<file path="config.mk">
export PLATFORM = sky130hd
export DESIGN_NAME = acc_tree_quant
export DESIGN_NICKNAME = d
export VERILOG_FILES = /design/src/rtl/cnn_pkg.sv /design/src/rtl/add_tree_pipe.sv /design/src/rtl/acc_tree_quant.sv
export SDC_FILE = /design/constraint.sdc
export NUM_CORES = 1
export LEC_CHECK = 0
export CELL_PAD_IN_SITES_DETAIL_PLACEMENT = 1
export CELL_PAD_IN_SITES_GLOBAL_PLACEMENT = 1
export CORE_AREA = 2 2 214 216
export CTS_CLUSTER_DIAMETER = 30
export CTS_CLUSTER_SIZE = 28
export DETAILED_ROUTE_END_ITERATION = 8
export DIE_AREA = 0 0 216 218
export PLACE_DENSITY = 0.83
export SYNTH_ARGS = -nofsm -noshare
export SYNTH_HDL_FRONTEND = slang
export SYNTH_SLANG_ARGS = --single-unit
</file>
<file path="constraint.sdc">
create_clock -name clk -period 7.8 [get_ports clk]
set_input_delay 1.17 -clock clk [delete_from_list [all_inputs] [get_ports clk]]
set_output_delay 1.17 -clock clk [all_outputs]
set_load 0.02 [all_outputs]
</file>
<file path="src/rtl/cnn_pkg.sv">
// Shared constants and helpers for the CNN accumulate/requantize path.
// Provides clog2, default width constants and saturation bounds.
package cnn_pkg;

    function automatic int clog2(input int n);
        int r;
        r = 0;
        for (int i = 0; i < 32; i++) begin
            if ((1 << r) < n) r++;
        end
        return r;
    endfunction

    function automatic int prod_w(input int dw);
        return 2 * dw;
    endfunction

    function automatic int tree_w(input int dw, input int n);
        return prod_w(dw) + clog2(n);
    endfunction

    function automatic int acc_w(input int dw, input int n, input int g);
        return tree_w(dw, n) + g;
    endfunction

    function automatic longint sat_hi(input int w);
        return (longint'(1) <<< (w - 1)) - 1;
    endfunction

    function automatic longint sat_lo(input int w);
        return -(longint'(1) <<< (w - 1));
    endfunction

    localparam int DATA_W_DEF  = 16;
    localparam int INPUT_N_DEF = 6;
    localparam int GUARD_DEF   = 8;
    localparam int PROD_W_DEF  = prod_w(DATA_W_DEF);
    localparam int TREE_W_DEF  = tree_w(DATA_W_DEF, INPUT_N_DEF);
    localparam int ACC_W_DEF   = acc_w(DATA_W_DEF, INPUT_N_DEF, GUARD_DEF);

endpackage

</file>
<file path="src/rtl/add_tree_pipe.sv">
// Registered pairwise adder tree with valid/last/bias sideband delay.
// Ports: clk, rst, in_valid/in_last/in_data/in_bias -> out_valid/out_last/out_sum/out_bias.
module add_tree_pipe
    import cnn_pkg::*;
#(
    parameter  int N  = 6,
    parameter  int IW = 32,
    parameter  int BW = 16,
    localparam int OW = IW + clog2(N)
) (
    input  logic              clk,
    input  logic              rst,
    input  logic              in_valid,
    input  logic              in_last,
    input  logic [N*IW-1:0]   in_data,
    input  logic [BW-1:0]     in_bias,
    output logic              out_valid,
    output logic              out_last,
    output logic [OW-1:0]     out_sum,
    output logic [BW-1:0]     out_bias
);

    localparam int S = clog2(N);
    localparam int P = 1 << S;

    // Leaves are sign-extended to the final width and zero-padded to P.
    logic signed [OW-1:0] leaf [P];

    always_comb begin
        for (int i = 0; i < P; i++) leaf[i] = '0;
        for (int i = 0; i < N; i++) begin
            leaf[i] = OW'($signed(in_data[IW*i +: IW]));
        end
    end

    if (S == 0) begin : g_pass
        assign out_sum   = leaf[0];
        assign out_valid = in_valid;
        assign out_last  = in_valid && in_last;
        assign out_bias  = in_bias;
    end else begin : g_tree
        logic signed [OW-1:0] tree_d [S][P];
        logic signed [OW-1:0] tree_q [S][P];
        logic [BW-1:0]        bias_d [S];
        logic [BW-1:0]        bias_q [S];
        logic [S-1:0]         vld_d, vld_q;
        logic [S-1:0]         lst_d, lst_q;

        always_comb begin
            for (int l = 0; l < S; l++) begin
                for (int j = 0; j < P; j++) tree_d[l][j] = '0;
            end
            for (int j = 0; j < P / 2; j++) begin
                tree_d[0][j] = leaf[2*j] + leaf[2*j+1];
            end
            for (int l = 1; l < S; l++) begin
                for (int j = 0; j < (P >> (l + 1)); j++) begin
                    tree_d[l][j] = tree_q[l-1][2*j] + tree_q[l-1][2*j+1];
                end
            end
            vld_d[0]  = in_valid;
            lst_d[0]  = in_valid && in_last;
            bias_d[0] = in_bias;
            for (int l = 1; l < S; l++) begin
                vld_d[l]  = vld_q[l-1];
                lst_d[l]  = lst_q[l-1];
                bias_d[l] = bias_q[l-1];
            end
        end

        always_ff @(posedge clk) begin
            tree_q <= tree_d;
            bias_q <= bias_d;
        end

        always_ff @(posedge clk) begin
            if (rst) begin
                vld_q <= '0;
                lst_q <= '0;
            end else begin
                vld_q <= vld_d;
                lst_q <= lst_d;
            end
        end

        assign out_sum   = tree_q[S-1][0];
        assign out_valid = vld_q[S-1];
        assign out_last  = lst_q[S-1];
        assign out_bias  = bias_q[S-1];
    end

endmodule

</file>
<file path="src/rtl/acc_tree_quant.sv">
// Adder tree + group accumulator + bias add + requantize to DATA_WIDTH.
// Ports: clk, rst, in_valid, in_last, product_data, bias -> out_valid, out_data.
module acc_tree_quant
    import cnn_pkg::*;
#(
    parameter int DATA_WIDTH = 16,
    parameter int INPUT_NUM  = 6,
    parameter int FRAC_BITS  = 8,
    parameter int ACC_GUARD  = 8,
    parameter int RELU_EN    = 0
) (
    input  logic                              clk,
    input  logic                              rst,
    input  logic                              in_valid,
    input  logic                              in_last,
    input  logic [DATA_WIDTH*INPUT_NUM*2-1:0] product_data,
    input  logic [DATA_WIDTH-1:0]             bias,
    output logic                              out_valid,
    output logic [DATA_WIDTH-1:0]             out_data
);

    localparam int PW    = prod_w(DATA_WIDTH);
    localparam int TW    = tree_w(DATA_WIDTH, INPUT_NUM);
    localparam int ACC_W = acc_w(DATA_WIDTH, INPUT_NUM, ACC_GUARD);
    localparam int QW    = ACC_W + 1;

    localparam logic signed [QW-1:0] SAT_HI = QW'(sat_hi(DATA_WIDTH));
    localparam logic signed [QW-1:0] SAT_LO = QW'(sat_lo(DATA_WIDTH));

    logic                  t_valid, t_last;
    logic [TW-1:0]         t_sum;
    logic [DATA_WIDTH-1:0] t_bias;

    add_tree_pipe #(
        .N  (INPUT_NUM),
        .IW (PW),
        .BW (DATA_WIDTH)
    ) u_tree (
        .clk       (clk),
        .rst       (rst),
        .in_valid  (in_valid),
        .in_last   (in_last),
        .in_data   (product_data),
        .in_bias   (bias),
        .out_valid (t_valid),
        .out_last  (t_last),
        .out_sum   (t_sum),
        .out_bias  (t_bias)
    );

    logic signed [ACC_W-1:0]      acc_d, acc_q, grp_d, grp_q, acc_sum;
    logic                         first_d, first_q, gvld_d, gvld_q;
    logic [DATA_WIDTH-1:0]        gbias_d, gbias_q;
    logic                         out_valid_d, out_valid_q;
    logic [DATA_WIDTH-1:0]        out_data_d, out_data_q;
    logic signed [QW-1:0]         biased, r;
    logic signed [DATA_WIDTH-1:0] qv;

    always_comb begin
        acc_sum = (first_q ? '0 : acc_q) + ACC_W'($signed(t_sum));
        acc_d   = acc_q;
        first_d = first_q;
        grp_d   = grp_q;
        gbias_d = gbias_q;
        gvld_d  = 1'b0;
        if (t_valid) begin
            acc_d   = acc_sum;
            first_d = t_last;
            if (t_last) begin
                gvld_d  = 1'b1;
                grp_d   = acc_sum;
                gbias_d = t_bias;
            end
        end
    end

    // Bias is aligned to the product's 2*FRAC_BITS scale before the floor shift.
    always_comb begin
        biased = QW'(grp_q) + (QW'($signed(gbias_q)) <<< FRAC_BITS);
        r      = biased >>> FRAC_BITS;
        if (r > SAT_HI)      qv = SAT_HI[DATA_WIDTH-1:0];
        else if (r < SAT_LO) qv = SAT_LO[DATA_WIDTH-1:0];
        else                 qv = r[DATA_WIDTH-1:0];
        if (RELU_EN != 0 && qv < 0) qv = '0;
        out_valid_d = gvld_q;
        out_data_d  = gvld_q ? qv : out_data_q;
    end

    always_ff @(posedge clk) begin
        if (rst) begin
            acc_q       <= '0;
            first_q     <= 1'b1;
            grp_q       <= '0;
            gbias_q     <= '0;
            gvld_q      <= 1'b0;
            out_valid_q <= 1'b0;
            out_data_q  <= '0;
        end else begin
            acc_q       <= acc_d;
            first_q     <= first_d;
            grp_q       <= grp_d;
            gbias_q     <= gbias_d;
            gvld_q      <= gvld_d;
            out_valid_q <= out_valid_d;
            out_data_q  <= out_data_d;
        end
    end

    assign out_valid = out_valid_q;
    assign out_data  = out_data_q;

endmodule

</file>
==> results by group, run 1 <==
Global route
  – All-Layer GR Usage: 0.290
  – Initial antenna violation count: 2
  – Vias in the first global route: between 20000 and 25000
  – GRT Residual Overflow: 0
  – Global-route wire length before repair: 111000 microns
  – Largest net degree at the start of global routing: 64

Power and ir drop
  – Pleak: roughly 0.012 uW
  – Clk pwr share: 0.374
  – Power, Total: 8560 uW
  – Sw frac: 0.351
  – Power Dens Cells: 322 mW/mm^2
  – Worst vdd ir: 0.000173 V
  – P_int: 5550 uW
  – Switching Power: 3010 uW
  – Reg power frac: 0.289
  – Logic pwr share: 0.337

Setup path
  – Crit path top cell by count: o21ai_0
  – CP Class: reg -> reg
  – Crit path required time: slightly above 8 ns
  – Reg2reg start: gbias_q[15]$_SDFFE_PP0P_
  – Worst Setup SP: gbias_q[15]$_SDFFE_PP0P_
  – CP max FO: 21
  – Crit-path slowest cell: dfxtp_1
  – Max incr delay on CP: 0.89 ns
  – Critical-path cell list: ha_1 -> nand2_1 -> o21ai_0 -> a221oi_1 -> o21ai_0 -> nor3_1 -> or3b_1 -> a2111oi_2 -> and4_1 -> nand4_1 -> o21ai_2 -> o32ai_1
  – CP endpoint kind: register
  – R2R cell count: 12
  – Critical Path Source Type: register
  – Crit path to: out_data[5]$_SDFFE_PP0P_
  – Worst reg2reg setup slack: about 3.2 ns
  – Arr. time, crit path: 5.08 ns
  – R2R Path End: out_data[5]$_SDFFE_PP0P_

Timing
  – Final setup viols: 0
  – RSZ-0062 raised after global routing: false
  – Max Freq: around 220 MHz
  – Pins Over Slew Limit: 0
  – Fin crit share: 0.596
  – Setup tns final: 0 ns
  – Period minus WS final: 4.65 ns
  – Clk_skew: 0.0313 ns
  – Worst Tran Pin Value: 0.905 ns
  – Final Worst Setup Slack: 3.15 ns
  – Final Hold Fails: 0
  – Slew margin rel.: 0.392

Die
  – Starting density of the core: 0.472
  – Std cell rows: slightly below 80
  – Die H: 218 microns
  – Num ports: 229
  – Area of the core: 0.0449 sq mm
  – Die X: 216 microns
  – DIE AREA: between 0.04 and 0.05 sq mm

Clocking
  – Num CTS Buffers: 73
  – CTS clk-pin slew, worst paths: 0.05 ns
  – TritonCTS clock tree: yes
  – Max Root-Sink Buffers: 3
  – H-tree depth: 3
  – Clk root buf: clkbuf_16
  – CTS resizes: 0
  – Clk sinks: between 300 and 400
  – Post-CTS Repair Setup Buffers: 0
  – Post-CTS Hold Buffers: 0
  – Skew-Pair Late Insertion Delay: 0.61 ns

Layout
  – Layout fillers: approximately 5100
  – Multi-input logic area: 0.0133 sq mm
  – Reg area: 0.00739 sq mm
  – Nets: approximately 3100
  – Share of post-route cells with drive strength above 1: 0.0637
  – Area grow syn2layout: 25.6%
  – Post-layout utilization of the core: 0.592

Route
  – WL/cell: 21.2 microns
  – Via-per-instance ratio: 5.86
  – Post-route ant nets: 0
  – Residual DRC count: 0
  – Starting DRC count in detailed routing: 822
  – Router iterations before antenna repair: 5
  – Vias post-DR: 19100
  – WL final: 69100 microns

Yosys
  – EDFF count, synth: 0
  – Predominant post-synthesis flop cell: dfxtp_1
  – Synth warn: 0
  – Syn_area_per_cell: 9.06 sq um
  – Synth unique cells: 86
  – Syn Nets: 2796
  – Leading area contributor after synthesis: dfxtp_1
  – Cells after Synth: about 2300
  – Sequential cell area fraction in the yosys report: 0.349
  – Synth Cell Area: between 0.02 and 0.025 sq mm
  – Area contributors post-synth: dfxtp_1 35%, ha_1 14%, xnor2_1 5.8%, a21oi_1 4.3%, a21o_1 4.1%
  – Yosys top cell area share: 0.349
  – Ys async rst share: 0
  – Post-synthesis register bit count: approximately 370

Place
  – Setup slack at placement: 2.76 ns
  – Final Wtd Congestion: 0.889
  – Buffers on Ports: 228
  – HPWL after DPL: 46900 microns

Hold path
  – Hold Crit Class: reg -> reg

Flow run
  – Max_cap viols: 0

Outcome
  – Status: completed
-- routing by layer --
metal / wire length [microns] / vias to the layer above / share of wire / global-route usage
li1: - / 9105 / - / -
met4: 2540 / 2 / 0.037 / 0.125
met1: 27900 / 9313 / 0.40 / 0.321
met5: 16 / - / 0.00023 / 0
met3: 2810 / 168 / 0.041 / 0.0446
met2: 35900 / 494 / 0.52 / 0.548
-- worst max-delay path: cells and delay by family, from the launching register on --
kind                     cells  cell delay, ns
AO/OA/AOI/OAI                6            2.14
AND/OR/NAND/NOR              5            1.06
flip-flops                   1            0.89
adder cells (fa/ha/maj)      1            0.39
-- how the worst min path moves through the flow --
stage | startpoint | end | slack, ns | cells after the start
2_1_floorplan | u_tree.g_tree.bias_d[16]$_DFF_P_ | u_tree.g_tree.bias_d[0]$_DFF_P_ | 0.31 | 0
3_3_place_gp | u_tree.g_tree.bias_d[18]$_DFF_P_ | u_tree.g_tree.bias_d[2]$_DFF_P_ | 0.31 | 0
3_5_place_dp | u_tree.g_tree.bias_d[24]$_DFF_P_ | u_tree.g_tree.bias_d[8]$_DFF_P_ | 0.31 | 0
4_1_cts | u_tree.g_tree.tree_q[761]$_DFF_P_ | u_tree.g_tree.tree_q[516]$_DFF_P_ | 0.32 | 0
5_1_grt | u_tree.g_tree.bias_d[10]$_DFF_P_ | u_tree.out_bias[10]$_DFF_P_ | 0.33 | 0
6_report | u_tree.g_tree.tree_q[761]$_DFF_P_ | u_tree.g_tree.tree_q[516]$_DFF_P_ | 0.32 | 0
-- cell type report --
cell class | instances | share of cell area
clock inverters | 45 | 0.0194
diodes | 1 | 0.0000941
inverters | 83 | 0.0117
multi-input cells | 1832 | 0.499
flip-flops and latches | 369 | 0.278
well taps | 600 | 0.0282
clock buffers | 90 | 0.0761
repair buffers | 234 | 0.0873
-- cells in the final DEF (no fill, tap or decap), drive strengths merged, types with 18 or more instances in the layout --
cell	instances
dfxtp	369
ha	240
clkdlybuf4s50	227
a21oi	183
nor2	163
xnor2	141
o21ai	136
nand2	117
a21o	115
inv	96
clkbuf	90
nor2b	87
nand3	51
xor2	49
nor3	41
nand2b	39
a22o	38
o21bai	32
mux2i	31
a211oi	30
o21a	27
or3	26
nand4	24
and3	24
a31oi	20
clkinv	18
-- flip-flops by register name, summed over array words and instances, names as in the netlist --
register and cells:
acc_q 43, gbias_q 16, out_valid 1, u_tree.g_tree.vld_q 3, grp_q 35, gvld_q 1, u_tree.g_tree.lst_q 3, u_tree.out_bias 16
first_q 1, out_data 16, u_tree.g_tree.bias_d 32, u_tree.out_sum 35, u_tree.g_tree.tree_q 167
-- cells in the mapped netlist (39+ instances only) --
library cell / count
a21oi_1: 183
nor3_1: 39
a21o_1: 115
clkbuf_1: 43
dfxtp_1: 369
nand2_1: 117
inv_1: 82
xor2_1: 49
nor2_1: 163
nand2b_1: 39
ha_1: 240
nand3_1: 51
nor2b_1: 87
xnor2_1: 141
o21ai_0: 132
-- kinds of logic (layout without fill, tap and decap cells) --
family	Yosys count	in the layout	synth area share
and+or+nand+nor	639	639	0.155
xor gates and xnor gates	190	190	0.0786
muxes	31	31	0.0147
DFF	369	369	0.349
adders and majority gates	247	247	0.148
AOI/OAI and AO/OA	725	725	0.230
other	0	1	0
buffers and inverters	136	452	0.0248
-- metrics by stage --
stage | hold slack [ns] | cells | area (sq um)
2_1_floorplan | 0.310 | 2337 | 21200
3_3_place_gp | 0.310 | 3118 | 24000
3_5_place_dp | 0.313 | 3118 | 24000
4_1_cts | 0.325 | 3253 | 26600
5_1_grt | 0.331 | 3254 | 26600
6_report | 0.324 | 3254 | 26600
-- power by group through the flow --
stage	combinational (uW)	clock (uW)	sequential, uW
after floorplan	1960	0	2400
after global routing	3130	3330	2500
after global placement	2530	0	2470
final	2880	3200	2470
after detailed placement	2670	0	2480
after CTS	2850	3240	2470
No activity file was read; power rests on OpenSTA's default activity.
==> inputs of run 2 (changes only) <==
--- a/config.mk
+++ b/config.mk
@@ -7,12 +7,12 @@
 export LEC_CHECK = 0
 export CELL_PAD_IN_SITES_DETAIL_PLACEMENT = 1
 export CELL_PAD_IN_SITES_GLOBAL_PLACEMENT = 1
-export CORE_AREA = 2 2 214 216
+export CORE_AREA = 2 2 234 236
 export CTS_CLUSTER_DIAMETER = 30
 export CTS_CLUSTER_SIZE = 28
 export DETAILED_ROUTE_END_ITERATION = 8
-export DIE_AREA = 0 0 216 218
-export PLACE_DENSITY = 0.83
+export DIE_AREA = 0 0 236 238
+export PLACE_DENSITY = 0.74
 export SYNTH_ARGS = -nofsm -noshare
 export SYNTH_HDL_FRONTEND = slang
 export SYNTH_SLANG_ARGS = --single-unit
==> constraint.sdc (replaced) <==
create_clock -name clk -period 4 [get_ports clk]
set_input_delay 0.6 -clock clk [delete_from_list [all_inputs] [get_ports clk]]
set_output_delay 0.6 -clock clk [all_outputs]
set_load 0.02 [all_outputs]
==> run 2 against run 1 <==
  * Clock-buffer cell count shrank 7
  * Sequential power grew 94%
  * Core utilization shrank 7.5 points
  * Via count shrank 1.1%
  * Worst hold slack lost 0.016 ns
  * Worst setup slack lost 3.0 ns
  * Global-route usage shrank 6.9 points
  * Fmax grew 22%
  * Cell count grew 6.8%
  * Die area grew 19%
  * Total power grew 92%
  * Largest cell class unchanged
==> results by group, run 2 (synthesis gave the netlist of run 1 again) <==
Setup path
  – Critical Path Source Type: register (unchanged)
  – Worst reg2reg setup slack: 0.18 ns (was 3.15 ns)
  – CP Class: reg -> reg (unchanged)
  – CP endpoint kind: register (unchanged)
  – R2R cell count: 16 (was 12)
  – Arr. time, crit path: 4.29 ns (was 5.08 ns)
  – CP max FO: 8 (was 21)
  – Crit path required time: 4.47 ns (was 8.24 ns)

Route
  – WL/cell: 18.0 microns (was 21.2 microns)
  – Via-per-instance ratio: 5.43 (was 5.86)
  – WL met1: 26600 microns (was 27900 microns)
  – Vias post-DR: 18900 (was 19100)
  – Post-route ant nets: 0 (unchanged)
  – Router iterations before antenna repair: 5 (unchanged)
  – Top layer in use: met5 (unchanged)
  – Met3 Routed Length: 2090 microns (was 2810 microns)
  – Met2 WL: 31800 microns (was 35900 microns)
  – Residual DRC count: 0 (unchanged)
  – Starting DRC count in detailed routing: 673 (was 822)
  – WL final: 62500 microns (was 69100 microns)

Clocking
  – TritonCTS clock tree: yes (unchanged)
  – CTS clk-pin slew, worst paths: 0.05 ns (about the same)
  – H-tree depth: 3 (unchanged)
  – Post-CTS Hold Buffers: 0 (unchanged)
  – Max Root-Sink Buffers: 3 (unchanged)
  – Num CTS Buffers: 74 (was 73)
  – Clk root buf: clkbuf_16 (unchanged)
  – Clk sinks: 369 (unchanged)
  – Skew-Pair Late Insertion Delay: 0.61 ns (about the same)

Layout
  – Area grow syn2layout: 30.8% (was 25.6%)
  – Reg area: 0.00740 sq mm (was 0.00739 sq mm)
  – Multi-input logic area: 0.0133 sq mm (about the same)
  – Most common cell after layout, fill and taps aside: dfxtp_1 (unchanged)
  – Max reg flops: 167 (unchanged)
  – Share of post-route cells with drive strength above 1: 0.110 (was 0.0637)
  – Layout fillers: 6148 (was 5065)
  – Largest registers: u_tree.g_tree.tree_q (167), acc_q (43) (unchanged)
  – Top reg by flops: u_tree.g_tree.tree_q (unchanged)
  – Most frequent cells in the layout: 364 x dfxtp_1, 239 x ha_1, 227 x clkdlybuf4s50_1 (was 367 x dfxtp_1, 240 x ha_1, 227 x clkdlybuf4s50_1)
  – Nets: 3179 (was 3052)

Timing
  – Final Hold Fails: 0 (unchanged)
  – Max Freq: 262 MHz (was 215 MHz)
  – Worst Tran Pin Value: 0.904 ns (was 0.905 ns)
  – Worst Hold Slack: 0.308 ns (was 0.324 ns)
  – Pins Over Slew Limit: 0 (unchanged)
  – Fin crit share: 0.956 (was 0.596)
  – Period minus WS final: 3.82 ns (was 4.65 ns)
  – Final setup viols: 0 (unchanged)
  – RSZ-0062 raised after global routing: false (unchanged)
  – Slew margin rel.: 0.397 (was 0.392)
  – Clk_skew: 0.0212 ns (was 0.0313 ns)

Power and ir drop
  – P_int: 10900 uW (was 5550 uW)
  – Power, Total: 16400 uW (was 8560 uW)
  – Switching Power: 5490 uW (was 3010 uW)
  – Worst vdd ir: 0.000316 V (was 0.000173 V)
  – Logic pwr share: 0.336 (was 0.337)
  – Pleak: 0.0122 uW (was 0.0115 uW)
  – Reg power frac: 0.292 (was 0.289)
  – Power Dens Cells: 592 mW/mm^2 (was 322 mW/mm^2)
  – Sw frac: 0.335 (was 0.351)
  – Clk pwr share: 0.372 (was 0.374)

Place
  – Final Wtd Congestion: 0.861 (was 0.889)
  – HPWL after DPL: 48600 microns (was 46900 microns)
  – Buffers on Ports: 228 (unchanged)

Global route
  – Initial antenna violation count: 3 (was 2)
  – Largest net degree at the start of global routing: 63 (was 64)
  – Global-route wire length before repair: 102000 microns (was 111000 microns)
  – All-Layer GR Usage: 0.221 (was 0.290)
  – GRT Residual Overflow: 0 (unchanged)
  – Vias in the first global route: 20400 (was 20900)

Die
  – Area of the core: 0.0535 sq mm (was 0.0449 sq mm)
  – Std cell rows: 85 (was 78)
  – DIE AREA: 0.0562 sq mm (was 0.0471 sq mm)
  – Die H: 238 microns (was 218 microns)
  – Die X: 236 microns (was 216 microns)
  – Starting density of the core: 0.396 (was 0.472)
  – Num ports: 229 (unchanged)

Flow run
  – Max_cap viols: 0 (unchanged)

Hold path
  – Hold depth: 0 (unchanged)
  – Hold Crit Class: reg -> reg (unchanged)

Outcome
  – Status: completed (unchanged)
run 2: power groups by stage:
stage | clock (uW) | combinational, uW | sequential, uW
after global placement | 0 | 5230 | 4830
after global routing | 6420 | 6150 | 4850
final | 6100 | 5500 | 4780
after floorplan | 0 | 3830 | 4690
after detailed placement | 0 | 5430 | 4850
after CTS | 6240 | 5510 | 4800
run 2: layer usage:
metal | track usage | vias up
li1 | - | 9344
met1 | 0.253 | 9093
met2 | 0.409 | 320
met3 | 0.0338 | 114
met4 | 0.0896 | 2
met5 | 0 | -
run 2: worst max-delay path: stages (launching register included):
cell	delay, ns
dfxtp_4	0.37
buf_4	0.15
nor2b_1	0.11
ha_1	0.30
a21oi_1	0.17
o21ai_0	0.14
a211o_1	0.29
a21oi_1	0.23
a21boi_2	0.09
o311a_1	0.40
o221ai_1	0.19
a21boi_1	0.10
buf_4	0.15
a211o_1	0.33
buf_4	0.15
and3_1	0.14
or3_1	0.37
run 2: cell type report:
class                   count  area share
clock inverters            50      0.0215
well taps                 696      0.0314
flip-flops and latches    369       0.267
inverters                  83      0.0112
diodes                      2    0.000181
repair buffers            360       0.118
clock buffers              83      0.0695
multi-input cells        1832       0.481
run 2: per-stage QoR:
step                      setup WS, ns  instance area, sq um   util  std cells  TNS (ns)
final                            0.177                 27700  0.518       3475         0
after detailed placement        -0.212                 25100  0.469       3337    -0.695
after CTS                      0.00641                 27600  0.516       3470         0
after global placement         -0.0895                 25100  0.469       3337    -0.175
after floorplan                  0.410                 21200      -       2337         0
after global routing           0.00930                 27700  0.518       3474         0
run 2: final timing paths:
path                                                        from                               end
worst max-delay path                        first_q$_SDFFE_PP1P_            acc_q[40]$_SDFFE_PP0P_
worst min-delay path            u_tree.g_tree.bias_d[26]$_DFF_P_  u_tree.g_tree.bias_d[10]$_DFF_P_
worst max register to register              first_q$_SDFFE_PP1P_            acc_q[40]$_SDFFE_PP0P_
worst min register to register  u_tree.g_tree.bias_d[26]$_DFF_P_  u_tree.g_tree.bias_d[10]$_DFF_P_
run 2: timing repair:
item	in CTS	in global routing
endpoints found under the hold margin	0	0
buffers inserted	0	3
setup endpoints to repair	0	36
resized for setup	0	17
==> inputs of run 3 (changes only) <==
--- a/config.mk
+++ b/config.mk
@@ -5,6 +5,7 @@
 export SDC_FILE = /design/constraint.sdc
 export NUM_CORES = 1
 export LEC_CHECK = 0
+export CAP_MARGIN = 0
 export CELL_PAD_IN_SITES_DETAIL_PLACEMENT = 1
 export CELL_PAD_IN_SITES_GLOBAL_PLACEMENT = 1
 export CORE_AREA = 2 2 234 236
==> results of run 3 <==
Same layout as run 2: the final DEF is identical, and so are final timing and power.
